<file path="src/rtl/alu_pkg.sv">
// Shared opcode map and FSM state encoding for the multicycle ALU.
package alu_pkg;

  localparam int unsigned OPW = 5;

  localparam logic [OPW-1:0] OP_ADD = 5'h00;
  localparam logic [OPW-1:0] OP_SUB = 5'h01;
  localparam logic [OPW-1:0] OP_MUL = 5'h02;
  localparam logic [OPW-1:0] OP_DIV = 5'h03;
  localparam logic [OPW-1:0] OP_MOD = 5'h04;
  localparam logic [OPW-1:0] OP_CMP = 5'h05;
  localparam logic [OPW-1:0] OP_AND = 5'h06;
  localparam logic [OPW-1:0] OP_OR  = 5'h07;
  localparam logic [OPW-1:0] OP_NOT = 5'h08;
  localparam logic [OPW-1:0] OP_SLL = 5'h09;
  localparam logic [OPW-1:0] OP_SRL = 5'h0A;
  localparam logic [OPW-1:0] OP_SRA = 5'h0B;

  typedef enum logic [1:0] {
    ST_IDLE = 2'd0,
    ST_BUSY = 2'd1,
    ST_DONE = 2'd2
  } alu_state_e;

endpackage

</file>
<file path="src/rtl/alu_iter_muldiv.sv">
// Iterative MUL / unsigned restoring DIV engine, one bit per step.
// Ports: start_i loads operands (op_mul_i selects MUL), step_i advances one
// iteration; done_c flags the final step, res_c (product or quotient) and
// rem_c are the post-step values, valid in the same cycle as done_c.
module alu_iter_muldiv #(
  parameter int unsigned WIDTH = 32
) (
  input  logic             clk,
  input  logic             rst_n,
  input  logic             start_i,
  input  logic             step_i,
  input  logic             op_mul_i,
  input  logic [WIDTH-1:0] a_i,
  input  logic [WIDTH-1:0] b_i,
  output logic             done_c,
  output logic [WIDTH-1:0] res_c,
  output logic [WIDTH-1:0] rem_c
);

  localparam int unsigned CW = $clog2(WIDTH);

  logic [WIDTH-1:0] acc_q, acc_d;
  logic [WIDTH-1:0] sreg_q, sreg_d;
  logic [WIDTH-1:0] opnd_q, opnd_d;
  logic             mul_q, mul_d;
  logic [CW-1:0]    cnt_q, cnt_d;

  logic [WIDTH:0]   lhs, rhs;
  logic [WIDTH+1:0] add_c;
  logic [WIDTH-1:0] addend;
  logic [WIDTH-1:0] acc_nx, sreg_nx;
  logic             cout;
  logic             unused_sum_msb;

  // Shared WIDTH+1 adder: MUL does acc*2 + bit*a, DIV does {rem,bit} - divisor.
  always_comb begin
    addend = sreg_q[WIDTH-1] ? opnd_q : '0;
    if (mul_q) begin
      lhs = {1'b0, acc_q[WIDTH-2:0], 1'b0};
      rhs = {1'b0, addend};
    end else begin
      lhs = {acc_q, sreg_q[WIDTH-1]};
      rhs = ~{1'b0, opnd_q};
    end
    add_c          = {1'b0, lhs} + {1'b0, rhs} + (WIDTH+2)'(!mul_q);
    cout           = add_c[WIDTH+1];
    unused_sum_msb = add_c[WIDTH];
    // Carry out of the subtract means the trial remainder is non-negative.
    if (mul_q)     acc_nx = add_c[WIDTH-1:0];
    else if (cout) acc_nx = add_c[WIDTH-1:0];
    else           acc_nx = lhs[WIDTH-1:0];
    sreg_nx = {sreg_q[WIDTH-2:0], (!mul_q) & cout};
  end

  assign done_c = step_i && (cnt_q == CW'(WIDTH-1));
  assign res_c  = mul_q ? acc_nx : sreg_nx;
  assign rem_c  = acc_nx;

  // Next-state: load on start, iterate on step.
  always_comb begin
    acc_d  = acc_q;
    sreg_d = sreg_q;
    opnd_d = opnd_q;
    mul_d  = mul_q;
    cnt_d  = cnt_q;
    if (start_i) begin
      acc_d  = '0;
      sreg_d = op_mul_i ? b_i : a_i;
      opnd_d = op_mul_i ? a_i : b_i;
      mul_d  = op_mul_i;
      cnt_d  = '0;
    end else if (step_i) begin
      acc_d  = acc_nx;
      sreg_d = sreg_nx;
      cnt_d  = done_c ? '0 : cnt_q + CW'(1);
    end
  end

  always_ff @(posedge clk or negedge rst_n) begin
    if (!rst_n) begin
      acc_q  <= '0;
      sreg_q <= '0;
      opnd_q <= '0;
      mul_q  <= 1'b0;
      cnt_q  <= '0;
    end else begin
      acc_q  <= acc_d;
      sreg_q <= sreg_d;
      opnd_q <= opnd_d;
      mul_q  <= mul_d;
      cnt_q  <= cnt_d;
    end
  end

endmodule

</file>
<file path="src/rtl/alu_multicycle.sv">
// Multicycle ALU: single-cycle logic/shift/compare ops, iterative MUL/DIV/MOD.
// Ports: in_valid/in_ready accept opcode+operands (one op in flight),
// out_valid/out_ready return result and div_zero; flag_e/flag_gt hold the
// outcome of the most recent CMP.
module alu_multicycle
  import alu_pkg::*;
#(
  parameter int unsigned WIDTH = 32
) (
  input  logic             clk,
  input  logic             rst_n,
  input  logic             in_valid,
  output logic             in_ready,
  input  logic [4:0]       alu_control,
  input  logic [WIDTH-1:0] a,
  input  logic [WIDTH-1:0] b,
  output logic             out_valid,
  input  logic             out_ready,
  output logic [WIDTH-1:0] result,
  output logic             flag_e,
  output logic             flag_gt,
  output logic             div_zero
);

  localparam int unsigned SHW = $clog2(WIDTH);

  alu_state_e       state_q, state_d;
  logic [WIDTH-1:0] result_q, result_d;
  logic             out_valid_q, out_valid_d;
  logic             in_ready_q, in_ready_d;
  logic             flag_e_q, flag_e_d;
  logic             flag_gt_q, flag_gt_d;
  logic             div_zero_q, div_zero_d;
  logic [4:0]       op_q, op_d;

  logic             eng_start, eng_step, eng_done_c;
  logic [WIDTH-1:0] eng_res_c, eng_rem_c;
  logic [WIDTH-1:0] alu_c;
  logic             big_shift;
  logic [SHW-1:0]   shamt;

  alu_iter_muldiv #(.WIDTH(WIDTH)) u_iter (
    .clk      (clk),
    .rst_n    (rst_n),
    .start_i  (eng_start),
    .step_i   (eng_step),
    .op_mul_i (alu_control == OP_MUL),
    .a_i      (a),
    .b_i      (b),
    .done_c   (eng_done_c),
    .res_c    (eng_res_c),
    .rem_c    (eng_rem_c)
  );

  // Single-cycle datapath; shift amounts beyond WIDTH-1 saturate.
  always_comb begin
    big_shift = (b > WIDTH'(WIDTH-1));
    shamt     = b[SHW-1:0];
    case (alu_control)
      OP_ADD:  alu_c = a + b;
      OP_SUB:  alu_c = a - b;
      OP_CMP:  alu_c = (a == b) ? '0 : ((a < b) ? '1 : WIDTH'(1));
      OP_AND:  alu_c = a & b;
      OP_OR:   alu_c = a | b;
      OP_NOT:  alu_c = ~a;
      OP_SLL:  alu_c = big_shift ? '0 : (a << shamt);
      OP_SRL:  alu_c = big_shift ? '0 : (a >> shamt);
      OP_SRA:  alu_c = big_shift ? {WIDTH{a[WIDTH-1]}} : WIDTH'($signed(a) >>> shamt);
      default: alu_c = '0;
    endcase
  end

  // Next-state and output-register update.
  always_comb begin
    state_d    = state_q;
    result_d   = result_q;
    flag_e_d   = flag_e_q;
    flag_gt_d  = flag_gt_q;
    div_zero_d = div_zero_q;
    op_d       = op_q;
    eng_start  = 1'b0;
    eng_step   = 1'b0;
    case (state_q)
      ST_IDLE: begin
        if (in_valid) begin
          op_d       = alu_control;
          div_zero_d = 1'b0;
          if (alu_control == OP_MUL) begin
            eng_start = 1'b1;
            state_d   = ST_BUSY;
          end else if ((alu_control == OP_DIV) || (alu_control == OP_MOD)) begin
            if (b == '0) begin
              result_d   = '0;
              div_zero_d = 1'b1;
              state_d    = ST_DONE;
            end else begin
              eng_start = 1'b1;
              state_d   = ST_BUSY;
            end
          end else begin
            result_d = alu_c;
            state_d  = ST_DONE;
            if (alu_control == OP_CMP) begin
              flag_e_d  = (a == b);
              flag_gt_d = (a > b);
            end
          end
        end
      end
      ST_BUSY: begin
        eng_step = 1'b1;
        if (eng_done_c) begin
          result_d = (op_q == OP_MOD) ? eng_rem_c : eng_res_c;
          state_d  = ST_DONE;
        end
      end
      ST_DONE: begin
        if (out_ready) state_d = ST_IDLE;
      end
      default: state_d = ST_IDLE;
    endcase
    in_ready_d  = (state_d == ST_IDLE);
    out_valid_d = (state_d == ST_DONE);
  end

  always_ff @(posedge clk or negedge rst_n) begin
    if (!rst_n) begin
      state_q     <= ST_IDLE;
      result_q    <= '0;
      out_valid_q <= 1'b0;
      in_ready_q  <= 1'b1;
      flag_e_q    <= 1'b0;
      flag_gt_q   <= 1'b0;
      div_zero_q  <= 1'b0;
      op_q        <= '0;
    end else begin
      state_q     <= state_d;
      result_q    <= result_d;
      out_valid_q <= out_valid_d;
      in_ready_q  <= in_ready_d;
      flag_e_q    <= flag_e_d;
      flag_gt_q   <= flag_gt_d;
      div_zero_q  <= div_zero_d;
      op_q        <= op_d;
    end
  end

  assign result    = result_q;
  assign out_valid = out_valid_q;
  assign in_ready  = in_ready_q;
  assign flag_e    = flag_e_q;
  assign flag_gt   = flag_gt_q;
  assign div_zero  = div_zero_q;

endmodule
</file>
<file path="config.mk">
export PLATFORM = sky130hd
export DESIGN_NAME = alu_multicycle
export DESIGN_NICKNAME = d
export VERILOG_FILES = /design/src/rtl/alu_pkg.sv /design/src/rtl/alu_iter_muldiv.sv /design/src/rtl/alu_multicycle.sv
export SDC_FILE = /design/constraint.sdc
export NUM_CORES = 1
export LEC_CHECK = 0
export BUFFER_PORTS_ARGS = -buffer_cell sky130_fd_sc_hd__buf_4
export CAP_MARGIN = 30
export CORE_MARGIN = 2
export CORE_UTILIZATION = 62
export DETAILED_ROUTE_END_ITERATION = 8
export PLACE_DENSITY = 0.84
export SYNTH_ARGS = -nofsm -noshare
export SYNTH_HDL_FRONTEND = slang
export SYNTH_HIERARCHICAL = 1
export SYNTH_SLANG_ARGS = --single-unit
</file>
<file path="constraint.sdc">
create_clock -name clk -period 6.28 [get_ports clk]
set_clock_uncertainty 0.2 [all_clocks]
set_input_delay 0.314 -clock clk [delete_from_list [all_inputs] [get_ports clk]]
set_output_delay 0.314 -clock clk [all_outputs]
set_load 0.05 [all_outputs]
</file>
==> results_dict.tcl <==
set metrics [dict create \
    die_w_um 180 \
    p_leak_nw 8.82 \
    rsz0062_at_grt "false" \
    port_buffers 109 \
    ir_drop_v 0.000477 \
    yosysWarningCount 6 \
    vias_per_cell 7.51 \
    tritoncts "built" \
    ant_nets 0 \
    status "finished clean" \
    p_int_mw 4.47 \
    combPwrFrac_pct 68.0 \
    clock-sinks 146 \
    p_total_mw 9.10 \
    nNetsFinal 2661 \
    initial_core_util_pct 62.9 \
    place_congestion 1.06 \
    pwr-share-seq_pct 19.3 \
    cts.hold.buffers_added 5 \
    clk_latency_ns 0.48 \
    vias 21500 \
    synth_edf_count 0 \
    core_area_um2 30600 \
    async_flop_share_pct 100 \
    routed_wl_mm 81.9 \
    finalSetupTns_ns 0 \
    num_rows 64 \
    netlist.area_leader.share_pct 18.9 \
    dieHeight_um 180 \
    cts_htree_levels 4 \
    dp.cells 2826 \
    drtPass1Iterations 8 \
    setup_slack_ns 0.811 \
    drc_errors 0 \
    final_core_util_pct 68.1 \
    synth.largest_area_cell "dfrtp_1" \
    timing.max_cap.violations 0 \
    cts_resized 0 \
    wl_per_cell_um 28.6 \
    hold_ws_ns 0.0150 \
    end_kind "flip-flop" \
    worstPathMaxFanout 41 \
    dp_slack_ns 1.06 \
    power_frac_clock_pct 12.8 \
    fin_crit_sh_pct 87.1 \
    fin_area_um2 20800 \
    syn-num-nets 2666 \
    cp.arrival_ns 5.60 \
    areaGrowthSynthToFinish_pct 8.24 \
    slew_headroom_pct 30.9 \
    yosys_register_bits 146 \
    drive_above_1_share_pct 14.3 \
    antenna_found_initial 2 \
    p_sw_share_pct 50.9 \
    powerDensity_nw_per_um2 437 \
    seq_area_frac_synth_pct 19.0 \
    yosys-top-cells-area "dfrtp_1 19%, mux2i_1 8.9%, ha_1 8.5%" \
    fin_cells 2864 \
    cp_data_required_time_ns 6.41 \
    worst_setup_path_start_kind "flip-flop" \
    first_global_vias 20000 \
    min_path_type "in2reg" \
    overflow 0 \
    grt_max_degree 104 \
    cts_buffers 17 \
    tightest_slew_ns 1.01 \
    io_pins 110 \
    final_max_slew_viol_count 0 \
    dp_hpwl_mm 60.6 \
    fmax_ghz 0.183 \
    grtUsageTotal_pct 48.7 \
    cts_setup_buffers 0 \
    setup_viol 0 \
    crit_type "reg2reg" \
    switching_power_mw 4.63 \
    die-area_um2 32500 \
    clk_pin_slew_ns 0.07 \
    synthDistinctLibCells 107 \
    first_iter_violations 3611 \
    place_area_um2 20100 \
    synth_area_um2 19200 \
    ys.flop_type "dfrtp_1" \
    avgSynthCellArea_um2 7.82 \
    grt_pass1_wl_mm 122 \
    synth_cells 2459 \
    period_minus_slack_ns 5.47 \
    hold_viol 0 \
    cts_buffer_depth 2 \
    cts-root-buf "clkbuf_16" \
]
routing by layer:
| metal | track usage (%) | up-vias | share of wire [%] |
|---|---|---|---|
| met5 | 0 | - | 0.032 |
| met4 | 28.8 | 4 | 7.3 |
| met3 | 12.4 | 423 | 13 |
| met2 | 72.2 | 1815 | 42 |
| met1 | 64.1 | 10200 | 37 |
| li1 | - | 9088 | - |
cell usage after synthesis, drive strengths merged (51+ instances only):
cell type,number
a211oi,70
a21oi,271
buf,62
clkbuf,118
dfrtp,145
ha,130
inv,120
mux2,74
mux2i,172
nand2,188
nor2,244
nor3,51
o21ai,155
worst paths after layout:
check	from	endpoint	cells after the start	slack [ns]
setup / recovery	u_iter/mul_q	result[24]	18	0.81
hold reg to reg	flag_gt	flag_gt	2	0.29
max in group asynchronous	rst_n	u_iter/sreg_q[11]	3	4.21
min in group asynchronous	rst_n	u_iter/opnd_q[24]	2	0.31
setup reg to reg	u_iter/mul_q	result[24]	18	0.81
hold / removal	b[10]	u_iter/opnd_q[10]	3	0.01
cell families (layout without fill, tap and decap cells):
logic type	after synthesis	count (layout)	synth area share, %
XOR/XNOR	52	52	2.37
flip-flops	146	146	19.0
multiplexers	273	273	16.7
buffers and inverters	304	312	6.45
AO/OA/AOI/OAI	833	833	28.3
other	0	1	0
adder cells (fa/ha/maj)	134	134	8.87
AND/OR/NAND/NOR	717	717	18.3
sequential cells by signal, indices dropped and copies added, names as in the netlist, 2 cells and up:
register / flops
u_iter/acc_q: 32
u_iter/opnd_q: 32
u_iter/cnt_q: 5
u_iter/sreg_q: 32
result: 32
op_q: 5
state_q: 2
critical path, cell delays in order (launching register included):
cell       delay (ns)
dfrtp_2          0.37
buf_4            0.39
inv_1            0.08
buf_4            0.21
fa_1             0.49
a211oi_1         0.30
o21bai_1         0.17
o21bai_1         0.28
a22o_1           0.36
or2_4            0.24
nand2_8          0.23
mux2_4           0.38
mux2i_1          0.14
nor2_1           0.08
a2111oi_0        0.70
buf_2            0.27
nand2_1          0.06
a21oi_1          0.27
a31oi_1          0.13
cell type report:
type                    instances  area (um^2)
diodes                          1         2.50
clock buffers                  17          425
clock inverters                15          211
fillers                      2456         9760
inverters                     124          469
multi-input cells            2009        14400
flip-flops and latches        146         3660
well taps                     396          495
repair buffers                156         1180
cells in the final DEF, fill, tap and decap left out, drive strengths merged, types with 16 or more instances in the layout:
cell type	netlist	final
a21oi	271	271
nor2	244	244
nand2	188	188
mux2i	172	172
o21ai	155	155
buf	62	151
dfrtp	145	145
ha	130	130
inv	120	128
mux2	74	74
a211oi	70	70
nor3	51	51
nor2b	47	47
xnor2	39	39
nand3	38	38
o22ai	35	35
o211ai	29	29
mux4	27	27
a21o	26	26
nor4	25	25
o31ai	23	23
and3	21	21
o21a	20	20
o221ai	19	19
o21bai	17	17
clkbuf	118	17
a31oi	16	16
nand4	16	16
power by group through the flow:
| stage | Clock, mW | Sequential (mW) | Combinational [mW] |
|---|---|---|---|
| global route | 1.19 | 1.78 | 6.60 |
| detailed placement | 0 | 1.72 | 5.88 |
| floorplan | 0 | 1.76 | 4.32 |
| global placement | 0 | 1.71 | 5.69 |
| CTS | 1.16 | 1.72 | 5.98 |
| finish | 1.16 | 1.75 | 6.18 |
(Power assumes the default switching activity.)
